$ cat config.mk
export PLATFORM = sky130hd
export DESIGN_NAME = draw_triangle
export DESIGN_NICKNAME = d
export VERILOG_FILES = /design/src/rtl/draw_pkg.sv /design/src/rtl/draw_line.sv /design/src/rtl/draw_triangle.sv
export SDC_FILE = /design/constraint.sdc
export NUM_CORES = 1
export LEC_CHECK = 0
export BUFFER_PORTS_ARGS = -buffer_cell sky130_fd_sc_hd__buf_2
export CAP_MARGIN = 20
export CELL_PAD_IN_SITES_DETAIL_PLACEMENT = 1
export CELL_PAD_IN_SITES_GLOBAL_PLACEMENT = 1
export CORE_AREA = 5 5 177 179
export CTS_CLUSTER_DIAMETER = 120
export DETAILED_ROUTE_END_ITERATION = 7
export DIE_AREA = 0 0 182 184
export PLACE_DENSITY = 0.79
export SYNTH_ARGS = -nofsm -noshare
export SYNTH_HDL_FRONTEND = slang
export SYNTH_HIERARCHICAL = 1
export SYNTH_SLANG_ARGS = --single-unit
export TNS_END_PERCENT = 10
$ cat constraint.sdc
create_clock -name Clk -period 11.6 [get_ports Clk]
set_input_delay 2.32 -clock Clk [delete_from_list [all_inputs] [get_ports Clk]]
set_output_delay 2.32 -clock Clk [all_outputs]
set_load 0.01 [all_outputs]
$ cat src/rtl/draw_pkg.sv
// Shared types and constants for the wireframe triangle rasteriser.
//   COORD_W          : coordinate width (10 bits covers 640x480)
//   X_IDX / Y_IDX    : index of x / y inside a vertex_t
//   SCREEN_W/H       : frame-buffer dimensions (no clipping is done here)
//   tri_state_t      : triangle sequencer states
package draw_pkg;
  localparam int COORD_W  = 10;
  localparam int X_IDX    = 0;
  localparam int Y_IDX    = 1;
  localparam int SCREEN_W = 640;
  localparam int SCREEN_H = 480;

  typedef logic [COORD_W-1:0]      coord_t;
  typedef logic [1:0][COORD_W-1:0] vertex_t;

  typedef enum logic [2:0] {
    IDLE, L1_LOAD, L1_WAIT, L2_LOAD, L2_WAIT, L3_LOAD, L3_WAIT, DONE
  } tri_state_t;
endpackage

$ cat src/rtl/draw_line.sv
// Bresenham line engine, all octants, endpoints inclusive.
//   Clk, Reset (sync, active high)
//   draw_line_start : latch x0,y0,x1,y1 (honoured only when idle)
//   DrawX/DrawY     : registered pixel, holds between pixels
//   draw_line_done  : one-cycle pulse, coincident with the last pixel
//   pixel_valid     : (DRAW_TRIANGLE_PIXEL_VALID_EN only) new pixel this cycle
// Optional macro: DRAW_TRIANGLE_PIXEL_VALID_EN
module draw_line
  import draw_pkg::*;
#(
  parameter int COORD_W = draw_pkg::COORD_W
) (
  input  logic               Clk,
  input  logic               Reset,
  input  logic               draw_line_start,
  input  logic [COORD_W-1:0] x0,
  input  logic [COORD_W-1:0] y0,
  input  logic [COORD_W-1:0] x1,
  input  logic [COORD_W-1:0] y1,
  output logic [COORD_W-1:0] DrawX,
  output logic [COORD_W-1:0] DrawY,
  output logic               draw_line_done
`ifdef DRAW_TRIANGLE_PIXEL_VALID_EN
  ,output logic              pixel_valid
`endif
);
  localparam int EW = COORD_W + 2;

  logic               busy;
  logic               pix_vld;
  logic               last_q;
  logic [COORD_W-1:0] x, y, xe, ye;
  logic               sx_neg, sy_neg;
  logic signed [EW-1:0] dx, dy, err, err_nxt;
  logic signed [EW:0]   e2, dx_w, dy_w;
  logic [COORD_W-1:0] dxa, dya;
  logic               step_x, step_y, last;

  always_comb begin
    dxa    = (x1 >= x0) ? x1 - x0 : x0 - x1;
    dya    = (y1 >= y0) ? y1 - y0 : y0 - y1;
    // e2 needs one more bit than err; compare at that width
    e2     = $signed({err, 1'b0});
    dx_w   = $signed({dx[EW-1], dx});
    dy_w   = $signed({dy[EW-1], dy});
    step_x = (e2 >= dy_w);
    step_y = (e2 <= dx_w);
    err_nxt = err + (step_x ? dy : '0) + (step_y ? dx : '0);
    last   = (x == xe) && (y == ye);
  end

  always_ff @(posedge Clk) begin
    if (Reset) begin
      busy    <= 1'b0;
      pix_vld <= 1'b0;
      last_q  <= 1'b0;
      DrawX   <= '0;
      DrawY   <= '0;
    end else begin
      pix_vld <= 1'b0;
      last_q  <= 1'b0;
      if (busy) begin
        DrawX   <= x;
        DrawY   <= y;
        pix_vld <= 1'b1;
        last_q  <= last;
        if (last) begin
          busy <= 1'b0;
        end else begin
          err <= err_nxt;
          if (step_x) x <= sx_neg ? x - 1'b1 : x + 1'b1;
          if (step_y) y <= sy_neg ? y - 1'b1 : y + 1'b1;
        end
      end else if (draw_line_start) begin
        busy   <= 1'b1;
        x      <= x0;
        y      <= y0;
        xe     <= x1;
        ye     <= y1;
        sx_neg <= (x1 < x0);
        sy_neg <= (y1 < y0);
        dx     <= $signed({2'b00, dxa});
        dy     <= -$signed({2'b00, dya});
        err    <= $signed({2'b00, dxa}) - $signed({2'b00, dya});
      end
    end
  end

  // done shares the cycle with the final (x1,y1) pixel
  assign draw_line_done = pix_vld & last_q;

`ifdef DRAW_TRIANGLE_PIXEL_VALID_EN
  assign pixel_valid = pix_vld;
`endif
endmodule

$ cat src/rtl/draw_triangle.sv
// Wireframe triangle rasteriser: V1->V2, V2->V3, V3->V1 via one draw_line.
//   Clk, Reset (sync, active high)
//   draw_triangle_start : level request, sampled in IDLE only
//   V1/V2/V3            : vertices, [X_IDX]=x, [Y_IDX]=y; captured at start
//   DrawX/DrawY         : current pixel (registered)
//   draw_triangle_done  : level, high while in DONE
//   pixel_valid         : (DRAW_TRIANGLE_PIXEL_VALID_EN only) new pixel flag
// Optional macro: DRAW_TRIANGLE_PIXEL_VALID_EN
module draw_triangle
  import draw_pkg::*;
#(
  parameter int COORD_W = draw_pkg::COORD_W
) (
  input  logic                    Clk,
  input  logic                    Reset,
  input  logic                    draw_triangle_start,
  input  logic [1:0][COORD_W-1:0] V1,
  input  logic [1:0][COORD_W-1:0] V2,
  input  logic [1:0][COORD_W-1:0] V3,
  output logic [COORD_W-1:0]      DrawX,
  output logic [COORD_W-1:0]      DrawY,
  output logic                    draw_triangle_done
`ifdef DRAW_TRIANGLE_PIXEL_VALID_EN
  ,output logic                   pixel_valid
`endif
);
  tri_state_t curr_state, next_state;
  logic [1:0][COORD_W-1:0] v1_q, v2_q, v3_q;
  logic [1:0][COORD_W-1:0] pa, pb;
  logic [COORD_W-1:0] x0, y0, x1, y1;
  logic draw_line_start, draw_line_done;

  always_ff @(posedge Clk) begin
    if (Reset) curr_state <= IDLE;
    else       curr_state <= next_state;
  end

  // Vertices are frozen for the whole draw so upstream may move on
  always_ff @(posedge Clk) begin
    if (curr_state == IDLE && draw_triangle_start) begin
      v1_q <= V1;
      v2_q <= V2;
      v3_q <= V3;
    end
  end

  always_comb begin
    next_state      = curr_state;
    draw_line_start = 1'b0;
    pa              = v1_q;
    pb              = v2_q;
    case (curr_state)
      IDLE:    if (draw_triangle_start) next_state = L1_LOAD;
      L1_LOAD: begin draw_line_start = 1'b1; next_state = L1_WAIT; end
      L1_WAIT: if (draw_line_done) next_state = L2_LOAD;
      L2_LOAD: begin
        pa = v2_q; pb = v3_q;
        draw_line_start = 1'b1; next_state = L2_WAIT;
      end
      L2_WAIT: begin
        pa = v2_q; pb = v3_q;
        if (draw_line_done) next_state = L3_LOAD;
      end
      L3_LOAD: begin
        pa = v3_q; pb = v1_q;
        draw_line_start = 1'b1; next_state = L3_WAIT;
      end
      L3_WAIT: begin
        pa = v3_q; pb = v1_q;
        if (draw_line_done) next_state = DONE;
      end
      DONE:    if (!draw_triangle_start) next_state = IDLE;
      default: next_state = IDLE;
    endcase
    x0 = pa[X_IDX];
    y0 = pa[Y_IDX];
    x1 = pb[X_IDX];
    y1 = pb[Y_IDX];
  end

  assign draw_triangle_done = (curr_state == DONE);

  draw_line #(.COORD_W(COORD_W)) u_line (
    .Clk             (Clk),
    .Reset           (Reset),
    .draw_line_start (draw_line_start),
    .x0              (x0),
    .y0              (y0),
    .x1              (x1),
    .y1              (y1),
    .DrawX           (DrawX),
    .DrawY           (DrawY),
    .draw_line_done  (draw_line_done)
`ifdef DRAW_TRIANGLE_PIXEL_VALID_EN
    ,.pixel_valid    (pixel_valid)
`endif
  );
endmodule

==> metrics list, run 1 <==
- Status: finished, final reports clean
- The critical path is of the reg2reg type.
- Clock tree from TritonCTS: done
- Once the clock tree was built, the setup fixing pass inserted 0 buffers.
* Share of the yosys chip area belonging to registers: between 30% and 40%
- Hold repair after CTS inserted 0 buffers.
- Worst clock skew on the final layout: 0.0129 ns
- After routing, the total negative slack on setup checks comes to 0 ns.
* Critical-path cell list: buf_4 -> nand2b_1 -> o221ai_1 -> inv_1 -> fa_1 -> a211o_1 -> o2111ai_1 -> a21oi_1 -> nor2_1 -> mux2_2 -> nor4_1 -> nor2_1 -> a2111oi_1 -> ha_1 -> nand2_1 -> o21ai_0 -> a31oi_1 -> or3_1
* H-tree levels: 4
- The HPWL after detailed placement is about 24 mm.
* Share of post-route cells with drive strength above 1: around 14%
- The die is approximately 180 microns tall.
* Highest achievable clock rate: between 100 and 150 MHz
* Post-synthesis cell area: approximately 12000 sq um
* Setup crit start kind: flip-flop
- The cell count after synthesis came out at approximately 1100.
- Setup violations remaining at the end of the flow were counted as 0.
- When the netlist entered floorplanning its net count stood at around 1300.
* Worst path max stage delay: between 0.7 and 0.8 ns
- Headroom to the max-slew limit came out at between 30% and 40%.
- Ratio of total power to cell area: around 180 nW/um^2
- Clk Latency, worst-skew pair: 0.44 ns
- STA puts the critical path data required time at roughly 12 ns.
- Gates resized during post-CTS repair numbered 0.
* Smallest setup slack after layout: ~4.2 ns
* Standard cell with the maximum stage delay on the critical path: sky130_fd_sc_hd__a2111oi_1
- Clock transition at the registers of the reported paths: about 0.070 ns
- Final number of max-transition violations: 0
- 84 I/O pins were placed.
* Commonest non-fill, non-tap cells in the layout: sky130_fd_sc_hd__edfxtp_1 (136), sky130_fd_sc_hd__mux2i_1 (103), sky130_fd_sc_hd__inv_1 (102), sky130_fd_sc_hd__ha_1 (97), sky130_fd_sc_hd__buf_2 (83)
- The worst setup path is captured at a flip-flop.
- Total vias in the final route: around 9000
- Slack of the worst reg-to-reg path: 4.22 ns
* Most numerous cell on the critical path: sky130_fd_sc_hd__nor2_1
- Final Hold Slack: between 0.4 and 0.5 ns
- Clock period minus worst slack: ~7.4 ns
* Wire length of the first global-routing pass: around 50 mm
* Hold Fails Final Rpt: 0
- Setup repair after global routing left no endpoint under its margin.
- In this run the remaining antenna-violating nets after routing total 0.
* Post-synthesis average cell area: 10.4 sq um
* Number of synthesized flops with an enable pin: 136
- Leaving out fill and tap cells, the most frequent cell in the layout is sky130_fd_sc_hd__edfxtp_1.
- Once the floorplan was initialized, standard cells occupied 39.6% of the core.
- After floorplanning, the core was sized to cover 29400 sq um.
- Number of buffer cells added on primary ports: a little over 80
* DRC violation count after routing: 0
* Total Routed Length: ~32 mm
- After synthesis, the share of flip-flops with an asynchronous set or reset is 0%.
- Setup slack at placement: around 4.4 ns
- Dividing the detail-routed wire length by the instance count gives 20.2 microns.
* Static leakage power: about 5.4 nW
- In this run, CTS created clock tree buffers numbering 17.
* Pin slew with the least headroom to its limit: approximately 0.92 ns
- Via count of the first global-routing pass: around 9500
- At the end of routability-driven placement, the weighted congestion stood at 0.868.
- Entering global routing, the biggest net connects between 60 and 70 pins.
- Final layout net count: between 1000 and 1500
* Share of the cycle needed by the critical path after routing: 63.6%
* DIE AREA: roughly 33000 sq um
- In this run, synthesis produced a sequential element count of between 150 and 200.
- The min-delay analysis places its worst path in the category reg2reg.
- Overflow left after global routing: 0
- Worst Path Max Fanout: 28
* First-pass iteration count of the detailed router: 5
* Primary flip-flop cell chosen by synthesis mapping: sky130_fd_sc_hd__edfxtp_1
* Horizontal die dimension: 182 microns
- Count of yosys warnings during synthesis: 6
- CTS placed an instance of sky130_fd_sc_hd__clkbuf_16 at the clock tree root.
- Maximum clock insertion buffer count: 2
- Antenna diodes: 0
* Arrival time of the worst setup path: 7.56 ns
- Max Cap Viol: 0
- Using the TritonRoute via totals, the vias-per-cell ratio works out to between 5 and 6.
* Layout overhead on the synthesized area: 11.4%
- Antenna violations before repair: 0
- Maximum VDD drop: around 0.12 mV
- The tree built by TritonCTS fans out to approximately 160 sinks.
- In this run, the number of DRC markers left after iteration 0 of detailed routing was 373.
- Distinct cell type count of the synthesized netlist: 64
* Overall routing resource usage: about a fifth
- Site Rows: 63
## sequential cells by signal (all words and copies together) (netlist names), 12 cells and up
register,cells
v1_q,20
v2_q,20
v3_q,20
u_line/dy,12
u_line/err,12
## metal layers
metal	share of wire, %	up-vias	global-route usage, %
met1	46	4443	25.4
met4	2.1	0	5.28
met5	0	-	0
met3	3.2	39	2.30
met2	48	180	32.8
li1	-	4192	-
## report_power, final
group	leakage (nW)	internal (W)	total [W]	switching, W
logic	3.60	0.000405	0.000987	0.000582
clock network	0.310	0.000343	0.000606	0.000263
registers	1.47	0.000723	0.000773	0.0000495
total	5.39	0.00147	0.00237	0.000894
## cells by family (layout without fill, tap and decap cells)
logic type      after synthesis  after routing  share of synthesized area (%)
simple gates                279            279                           11.9
fa+ha+maj                   115            115                           13.5
buf+inv                     151            225                           5.73
compound gates              223            223                           13.3
flops                       162            162                           39.6
xor+xnor                     65             65                           5.21
mux                         122            122                           10.8
## worst max-delay path, delay by kind of cell (launching register included)
| family | cells | cell delay [ns] |
|---|---|---|
| AOI/OAI and AO/OA | 7 | 2.33 |
| and+or+nand+nor | 6 | 2.26 |
| adders and majority gates | 2 | 0.81 |
| DFF | 1 | 0.67 |
| buffers and inverters | 2 | 0.61 |
| muxes | 1 | 0.44 |
## Yosys cell counts, types with 15 or more instances
| library cell | n | area share, % |
|---|---|---|
| sky130_fd_sc_hd__mux2i_1 | 103 | 8.9 |
| sky130_fd_sc_hd__inv_1 | 102 | 3.3 |
| sky130_fd_sc_hd__o221ai_1 | 34 | 2.6 |
| sky130_fd_sc_hd__nand2_1 | 78 | 2.5 |
| sky130_fd_sc_hd__edfxtp_1 | 136 | 35 |
| sky130_fd_sc_hd__a21o_1 | 21 | 1.4 |
| sky130_fd_sc_hd__fa_1 | 18 | 3.1 |
| sky130_fd_sc_hd__clkbuf_1 | 16 | 0.52 |
| sky130_fd_sc_hd__buf_2 | 19 | 0.82 |
| sky130_fd_sc_hd__nand3b_1 | 20 | 1.3 |
| sky130_fd_sc_hd__dfxtp_1 | 26 | 4.5 |
| sky130_fd_sc_hd__nand3_1 | 25 | 1.1 |
| sky130_fd_sc_hd__mux2_2 | 18 | 1.7 |
| sky130_fd_sc_hd__nand4_1 | 15 | 0.81 |
| sky130_fd_sc_hd__nor2_1 | 64 | 2.1 |
| sky130_fd_sc_hd__xor2_1 | 27 | 2.0 |
| sky130_fd_sc_hd__a21oi_1 | 55 | 2.4 |
| sky130_fd_sc_hd__xnor2_1 | 33 | 2.5 |
| sky130_fd_sc_hd__nor3_1 | 15 | 0.65 |
| sky130_fd_sc_hd__o21ai_0 | 37 | 1.6 |
| sky130_fd_sc_hd__ha_1 | 97 | 10 |
## cell type report
cell class / count / area [sq um]
fill: 3248 / 16400
multi-input combinational: 804 / 6380
sequential: 162 / 4610
clock buffer: 20 / 500
tap: 390 / 488
timing repair buffer: 91 / 475
inverter: 102 / 383
clock inverter: 12 / 129
## through the flow
stage          instances  cell area (sq um)  utilization [%]  power, W
2_1_floorplan       1117              11600                -   0.00150
3_3_place_gp        1548              12300             41.9   0.00171
3_5_place_dp        1549              12300             42.0   0.00175
4_1_cts             1581              13000             44.1   0.00237
5_1_grt             1581              13000             44.1   0.00251
6_report            1581              13000             44.1   0.00237
## worst paths after layout
path | start | endpoint | cells after the start
min reg2reg | u_line/DrawY[9] | u_line/DrawY[9] | 2
max reg2reg | curr_state[2] | u_line/err[10] | 18
min | u_line/DrawY[9] | u_line/DrawY[9] | 2
max | curr_state[2] | u_line/err[10] | 18
(Power assumes the default switching activity.)
==> run 2, diff against run 1 <==
--- a/config.mk
+++ b/config.mk
@@ -13,7 +13,7 @@
 export CTS_CLUSTER_DIAMETER = 120
 export DETAILED_ROUTE_END_ITERATION = 7
 export DIE_AREA = 0 0 182 184
-export PLACE_DENSITY = 0.79
+export PLACE_DENSITY = 0.81
 export SYNTH_ARGS = -nofsm -noshare
 export SYNTH_HDL_FRONTEND = slang
 export SYNTH_HIERARCHICAL = 1
==> constraint.sdc (replaced) <==
create_clock -name Clk -period 6.6 [get_ports Clk]
set_input_delay 1.32 -clock Clk [delete_from_list [all_inputs] [get_ports Clk]]
set_output_delay 1.32 -clock Clk [all_outputs]
set_load 0.01 [all_outputs]
==> metrics list, run 2 (synthesis gave the netlist of run 1 again) <==
- The flow ran to the end, and the final reports show no timing, DRC or antenna violations.
* Clock transition at the registers of the reported paths: 0.07 ns
* Horizontal die dimension: ~180 microns
- Initial Utilization: approximately two fifths
- The number of cells on the worst reg-to-reg path is 20.
- The setup check on the worst reg-to-reg path leaves a slack of between 0.3 and 0.4 ns.
- After the flow finishes, the layout carries non-filler instances totaling between 1500 and 2000.
- CTS built an H-tree with a depth of 4.
- No sink is reached through more buffers than the 2 on the longest clock path.
* Site Rows: 63
* CP Capture Type: flip-flop
- Measured against its own limit, the worst slew margin works out to 37.5%.
* Y dimension of the die: roughly 180 microns
- The die covers roughly 33000 sq um.
* Clk Latency, worst-skew pair: 0.45 ns
- Net Sw Frac: 38.1%
- The critical path contains buffers and inverters numbering 3 combined.
* Pin slew with the least headroom to its limit: about 0.93 ns
- TritonCTS built the clock tree.
- Share of post-route cells with drive strength above 1: roughly 15%
- The critical path goes through nand2_2 -> buf_4 -> mux2i_1 -> o221ai_1 -> inv_1 -> fa_1 -> a21o_1 -> a221o_1 -> a211oi_2 -> mux2i_1 -> xor2_1 -> buf_4 -> ha_1 -> a21o_1 -> a21oi_1 -> o21bai_1 -> a21oi_1 -> o21ai_0 -> a31oi_1 -> or3_1.
- Remaining antenna violation count after routing: 0
* Switching power: approximately 0.0016 W
- The number of antenna violations at the first check in global routing came to 0.
* Layout overhead on the synthesized area: 12.0%
- Along the worst hold path, the cell count comes to 2.
- Commonest non-fill, non-tap cells in the layout: sky130_fd_sc_hd__edfxtp_1 (136), sky130_fd_sc_hd__mux2i_1 (103), sky130_fd_sc_hd__inv_1 (102), sky130_fd_sc_hd__ha_1 (97), sky130_fd_sc_hd__buf_2 (83)
* Total instance count after detailed placement: between 1500 and 2000
- Of all nets on the critical path, the largest fanout is 12.
- Total internal power: ~0.0026 W
- The first global-routing pass estimated around 51 mm of wire.
- Wire segments on met3 add up to 1.39 mm in the final route.
- Met1 layer wirelength in the final routing: between 10 and 15 mm
- Max Cap Viol: 0
* Most frequent standard cell in the layout excluding fill and tap cells: sky130_fd_sc_hd__edfxtp_1
- On the critical path, the stage with the largest delay is an instance of sky130_fd_sc_hd__dfxtp_1.
- Destination of the worst hold path: u_line/DrawX[7]
* Cell class contributing the biggest share of worst-path delay: compound AO/OA/AOI/OAI gates
- The clock network accounts for about a quarter of the total power.
- The path class of the tightest hold or removal check is reg2reg.
* Final layout net count: about 1400
* RePlAce Congestion: 0.886
- The total count of hold-check failures in the final report was 0.
- Timing analysis after detailed placement gives a worst setup slack of 0.429 ns.
- In this run the critical register-to-register path is launched from curr_state[1].
* Arrival time of the worst setup path: 6.43 ns
- Proportion of power drawn by combinational gates: a little over two fifths
* Overflow left after global routing: 0
* Setup crit start kind: flip-flop
* Number of buffer cells added on primary ports: 83
* First-pass iteration count of the detailed router: 5
- Signal routing reaches up to met4.
- After the first detailed-routing iteration, the DRC count stood at 420.
- between 80 and 90 I/O pins were placed.
- Antenna diodes: 0
* Final Hold Slack: slightly below 0.5 ns
- Dividing the detail-routed wire length by the instance count gives 20.2 microns.
- RSZ-0062 raised after global routing: no
- Total Routed Length: 32.3 mm
- Clock period minus worst slack: between 6 and 7 ns
- Sum of met2 wire segment lengths after detailed routing: 15.6 mm
- Timing would allow up to approximately 160 MHz.
* End of the worst register-to-register path: u_line/err[10]
* Biggest regs: v1_q x20, v2_q x20, v3_q x20
- The number of clock buffers added by TritonCTS is 17.
- After layout, the worst setup slack is ~0.36 ns.
- On the worst path, the slowest cell contributes a delay of roughly 0.63 ns.
- Per report_power, the sequential group accounts for between 30% and 40% of the total.
- The cell sitting at the root of the clock tree is a sky130_fd_sc_hd__clkbuf_16.
* Total of cells resized after clock tree synthesis: 0
* Number of sinks handled by clock tree synthesis: between 150 and 200
- Post-DP HPWL: 25.0 mm
- Total vias in the final route: about 8900
* Setup bufs post-CTS: 0
- DRC violation count after routing: 0
* Final number of max-transition violations: 0
- By startpoint and endpoint, the worst setup path is classified as reg2reg.
- Using the TritonRoute via totals, the vias-per-cell ratio works out to 5.60.
* Via count of the first global-routing pass: about 9700
- Clock skew on the completed layout was measured at roughly 0.018 ns.
- Overall routing resource usage: 19.2%
- Ratio of total power to cell area: between 300 and 400 nW/um^2
* Largest net degree at the start of global routing: 70
- Finish-stage setup viols: 0
- VDD sags by at most 0.170 mV.
- Measured on the finished design, the core utilization comes to around 44%.
- Core Area: 29400 sq um
* Share of the cycle needed by the critical path after routing: between 90% and 100%
- Number of hold buffers added after CTS: 0
* Setup TNS after final layout: 0 ns
- STA puts the critical path data required time at 6.79 ns.
- In this run the most critical hold path is launched from u_line/DrawX[7].
* Static leakage power: 5.43 nW
## run 2: worst max path at each step
stage,endpoint,slack [ns],depth (start not counted),start
6_report,u_line/err[10],0.36,20,curr_state[1]
5_1_grt,u_line/err[8],0.01,21,curr_state[1]
4_1_cts,u_line/err[10],0.35,20,curr_state[1]
3_5_place_dp,u_line/err[10],0.43,20,curr_state[1]
3_3_place_gp,u_line/err[10],0.83,19,curr_state[1]
2_1_floorplan,u_line/y[0],0.34,3,Reset
## run 2: power by group through the flow
stage	registers, W	logic, W	clock network (W)
after floorplan	0.00135	0.00128	0
after global placement	0.00138	0.00163	0
after detailed placement	0.00139	0.00172	0
after CTS	0.00136	0.00175	0.00105
after global routing	0.00137	0.00193	0.00110
final	0.00136	0.00176	0.00103
## run 2: cell type report
class	instances	area, sq um
clock buffer	17	425
sequential	162	4610
fill	3250	16400
multi-input combinational	804	6390
tap	390	488
timing repair buffer	104	573
clock inverter	15	170
inverter	102	383
## run 2: layer usage
| metal | up-vias | GRT usage (%) |
|---|---|---|
| li1 | 4225 | - |
| met1 | 4405 | 24.4 |
| met2 | 241 | 33.0 |
| met3 | 59 | 2.95 |
| met4 | 0 | 7.30 |
| met5 | - | 0 |
## run 2: worst reg2reg max path, cell delays in order (launching register included)
cell                       delay, ns
sky130_fd_sc_hd__dfxtp_1        0.63
sky130_fd_sc_hd__nand2_2        0.28
sky130_fd_sc_hd__buf_4          0.29
sky130_fd_sc_hd__mux2i_1        0.14
sky130_fd_sc_hd__o221ai_1       0.39
sky130_fd_sc_hd__inv_1          0.19
sky130_fd_sc_hd__fa_1           0.46
sky130_fd_sc_hd__a21o_1         0.20
sky130_fd_sc_hd__a221o_1        0.40
sky130_fd_sc_hd__a211oi_2       0.52
sky130_fd_sc_hd__mux2i_1        0.28
sky130_fd_sc_hd__xor2_1         0.12
sky130_fd_sc_hd__buf_4          0.18
sky130_fd_sc_hd__ha_1           0.33
sky130_fd_sc_hd__a21o_1         0.14
sky130_fd_sc_hd__a21oi_1        0.10
sky130_fd_sc_hd__o21bai_1       0.20
sky130_fd_sc_hd__a21oi_1        0.13
sky130_fd_sc_hd__o21ai_0        0.41
sky130_fd_sc_hd__a31oi_1        0.20
sky130_fd_sc_hd__or3_1          0.39
## run 2: per-stage QoR
stage | power (W) | area (sq um)
after floorplan | 0.00263 | 11600
after global routing | 0.00440 | 13000
after CTS | 0.00416 | 13000
after global placement | 0.00301 | 12400
after detailed placement | 0.00310 | 12400
final | 0.00415 | 13000
==> run 3, diff against run 2 <==
--- a/config.mk
+++ b/config.mk
@@ -5,15 +5,17 @@
 export SDC_FILE = /design/constraint.sdc
 export NUM_CORES = 1
 export LEC_CHECK = 0
+export ABC_AREA = 1
+export ABC_CLOCK_PERIOD_IN_PS = 6600
 export BUFFER_PORTS_ARGS = -buffer_cell sky130_fd_sc_hd__buf_2
 export CAP_MARGIN = 20
 export CELL_PAD_IN_SITES_DETAIL_PLACEMENT = 1
 export CELL_PAD_IN_SITES_GLOBAL_PLACEMENT = 1
-export CORE_AREA = 5 5 177 179
+export CORE_AREA = 5 5 175 177
 export CTS_CLUSTER_DIAMETER = 120
 export DETAILED_ROUTE_END_ITERATION = 7
-export DIE_AREA = 0 0 182 184
-export PLACE_DENSITY = 0.81
+export DIE_AREA = 0 0 180 182
+export PLACE_DENSITY = 0.84
 export SYNTH_ARGS = -nofsm -noshare
 export SYNTH_HDL_FRONTEND = slang
 export SYNTH_HIERARCHICAL = 1
==> metrics list, run 3 <==
- TritonCTS built the clock tree.
- STA classifies the critical path endpoint as a flip-flop.
* Worst path max stage delay: between 0.5 and 0.6 ns
- Standard cell with the maximum stage delay on the critical path: sky130_fd_sc_hd__nor2_2
- Using the TritonRoute via totals, the vias-per-cell ratio works out to ~5.2.
- The number of antenna violations at the first check in global routing was 0.
- Counting flops and latches in the post-synthesis netlist gives 162.
- Counting instances in the post-synthesis netlist gives the leading cell types as sky130_fd_sc_hd__nand2_1 (395), sky130_fd_sc_hd__inv_1 (178), sky130_fd_sc_hd__edfxtp_1 (136), sky130_fd_sc_hd__nand3_1 (107), sky130_fd_sc_hd__ha_1 (97).
- Max Cap Viol: 0
- For this run, the total global-route usage over all layers was measured as just over 20%.
* Post-synthesis cell area: 11300 sq um
* Maximum clock insertion buffer count: 2
- After detailed routing, the average wire length per cell comes to about 18 microns.
- Total vias in the final route: 9613
- Share of the cycle needed by the critical path after routing: 89.6%
* First-pass iteration count of the detailed router: 5
- Total of cells resized after clock tree synthesis: 0
- The top cell type by area accounts for 36.1% of the synthesized area.
- Most numerous cell on the critical path: sky130_fd_sc_hd__nand2_1
* Overflow left after global routing: 0
- The tree built by TritonCTS fans out to 162 sinks.
- Slew HR: between 40% and 50%
- The startpoint identified for the worst register-to-register timing path is curr_state[0].
* Worst Setup Path Type: reg2reg
- Wires add up to 33.1 mm.
- Setup bufs post-CTS: 0
- Critical path depth: 28
- Clock period minus worst slack: between 5 and 6 ns
* Site Rows: 63
- The average instance in the mapped netlist occupies 8.25 sq um.
- The number of hold buffers added after CTS was 0.
* Wire length of the first global-routing pass: between 50 and 60 mm
- Root buffer selected by CTS: sky130_fd_sc_hd__clkbuf_16
- The count of nets left with antenna violations once routing finished came out at 0.
- Layout overhead on the synthesized area: 12.4%
* Core Area: approximately 29000 sq um
- Entering global routing, the biggest net connects 61 pins.
- Synth area leaders: sky130_fd_sc_hd__edfxtp_1 (36%), sky130_fd_sc_hd__nand2_1 (13%), sky130_fd_sc_hd__ha_1 (11%)
- Setup slack at placement: ~0.85 ns
* Commonest non-fill, non-tap cells in the layout: sky130_fd_sc_hd__nand2_1 (395), sky130_fd_sc_hd__inv_1 (178), sky130_fd_sc_hd__edfxtp_1 (136), sky130_fd_sc_hd__nand3_1 (107), sky130_fd_sc_hd__ha_1 (97)
* TritonCTS Buffers: 17
* Number of synthesized flops with an enable pin: roughly 140
- Count leader, synth: sky130_fd_sc_hd__nand2_1
- Final number of max-transition violations: 0
* Req. time, crit path: 6.77 ns
- Arrival time of the worst setup path: a little over 6 ns
* Initial Utilization: a little under 40%
- Hold Fails Final Rpt: 0
* Setup TNS after final layout: 0 ns
- Distinct cell type count of the synthesized netlist: a little under 50
- Biggest regs: v1_q x20, v2_q x20, v3_q x20
* Finish-stage setup viols: 0
* Asr flop ratio synth: 0%
* Clock transition at the registers of the reported paths: approximately 0.070 ns
- Pin slew with the least headroom to its limit: between 0.8 and 0.9 ns
- The layout has between 3000 and 4000 filler cells.
- Post-DP HPWL: 26.3 mm
- Counting both buffers and inverters, the worst setup path holds a total of 4.
- The path class of the tightest hold or removal check is reg2reg.
- Horizontal die dimension: roughly 180 microns
* Most frequent standard cell in the layout excluding fill and tap cells: sky130_fd_sc_hd__nand2_1
- Cells with a size suffix above 1 make up 12.0% of the layout.
- STA classifies the critical path startpoint as a flip-flop.
- Worst Path Max Fanout: 41
- Yosys printed 6 warnings.
- From bottom edge to top edge, the die measures ~180 microns.
* Clk Latency, worst-skew pair: between 0.4 and 0.5 ns
- In this run the tool buffered the top-level ports with between 80 and 90 buffer cells.
- I/O Pins: between 80 and 90
- Antenna diodes: 0
- The clock tree synthesis step divided the H-tree into 4 levels.
- Initial detailed-routing violation count: 513
- Start point of the worst min-delay path: u_line/DrawX[4]
* DRC violation count after routing: 0
- Slack of the worst reg-to-reg path: 0.69 ns
- Among all flip-flop cells after synthesis, the most frequent one is sky130_fd_sc_hd__edfxtp_1.
- Destination of the worst hold path: u_line/DrawX[4]
- Worst hold path cell count: 2
- The net count of the finished layout is between 1500 and 2000.
* R2R depth: 28
- Cell class contributing the biggest share of worst-path delay: simple AND/OR/NAND/NOR gates
- Via count of the first global-routing pass: between 10000 and 15000
* Status: finished, final reports clean
- In this run the critical register-to-register path is captured at u_line/err[7].
- Share of the yosys chip area belonging to registers: 40.7%
- RSZ-0062 raised after global routing: no
- Synthesized netlist net count: around 1500
- RePlAce Congestion: 0.967
- Smallest setup slack after layout: roughly 0.69 ns
* Post-Synthesis Cells: between 1000 and 1500
* Worst clock skew on the final layout: between 0.01 and 0.015 ns
- Static timing analysis puts the maximum clock frequency at ~170 MHz.
* Library cell occupying the most area in the post-synthesis netlist: sky130_fd_sc_hd__edfxtp_1
* DIE AREA: roughly 33000 sq um
run 3: cell types whose count changed after synthesis, sizes merged, moves of 19 or more:
cell / before / now
nand2: 80 / 416
mux2i: 104 / 3
nand3: 25 / 111
inv: 102 / 185
o221ai: 34 / 1
nor2: 64 / 96
a21oi: 55 / 74
run 3: final cells by class:
class	count	area, sq um	area share, %
clock buffers	19	433	3.41
inverters	187	702	5.52
clock inverters	13	126	0.994
well taps	390	488	3.84
repair buffers	92	483	3.80
flip-flops and latches	162	4600	36.2
multi-input cells	994	5880	46.2
run 3: per-stage QoR:
step / cells / cell area, sq um / utilization, % / hold WS, ns
floorplan: 1371 / 11300 / - / 0.480
global placement: 1825 / 12200 / 41.8 / 0.447
detailed placement: 1825 / 12200 / 41.8 / 0.458
CTS: 1857 / 12700 / 43.7 / 0.472
global route: 1857 / 12700 / 43.7 / 0.494
finish: 1857 / 12700 / 43.7 / 0.466
run 3: cells by family (layout without fill, tap and decap cells):
logic type	Yosys count	count (layout)	synth area share [%]
xor gates and xnor gates	46	46	3.56
adders and majority gates	115	115	13.9
DFF	162	162	40.7
muxes	3	3	0.266
and+or+nand+nor	661	661	25.7
buffers and inverters	215	311	7.41
AOI/OAI and AO/OA	169	169	8.39
run 3: metal layers:
| metal | vias to the layer above | GRT usage [%] | routed length, microns |
|---|---|---|---|
| met4 | 0 | 5.03 | 615 |
| met1 | 4698 | 26.0 | 15000 |
| met5 | - | 0 | 0 |
| met3 | 31 | 2.46 | 1280 |
| li1 | 4679 | - | - |
| met2 | 205 | 35.9 | 16200 |
run 3: worst max-delay path by stage:
stage                                   start             to  slack, ns
final                           curr_state[0]  u_line/err[7]       0.69
after global routing            curr_state[0]  u_line/err[7]       0.09
after CTS                       curr_state[0]  u_line/err[7]       0.75
after detailed placement        curr_state[0]  u_line/err[7]       0.85
after global placement          curr_state[1]  u_line/err[7]       1.24
after floorplan           draw_triangle_start        v1_q[0]       0.61
run 3: worst reg2reg max path: cells and delay by family, from the launching register on:
kind,cells,cell delay [ns]
fa+ha+maj,3,0.95
buf+inv,4,0.79
xor+xnor,1,0.30
compound gates,9,1.52
simple gates,11,1.69
flops,1,0.44
Power of run 3 is left out: the tool's default activity adds up to more than one toggle a clock period on the data nets, which glitch-free logic cannot reach.
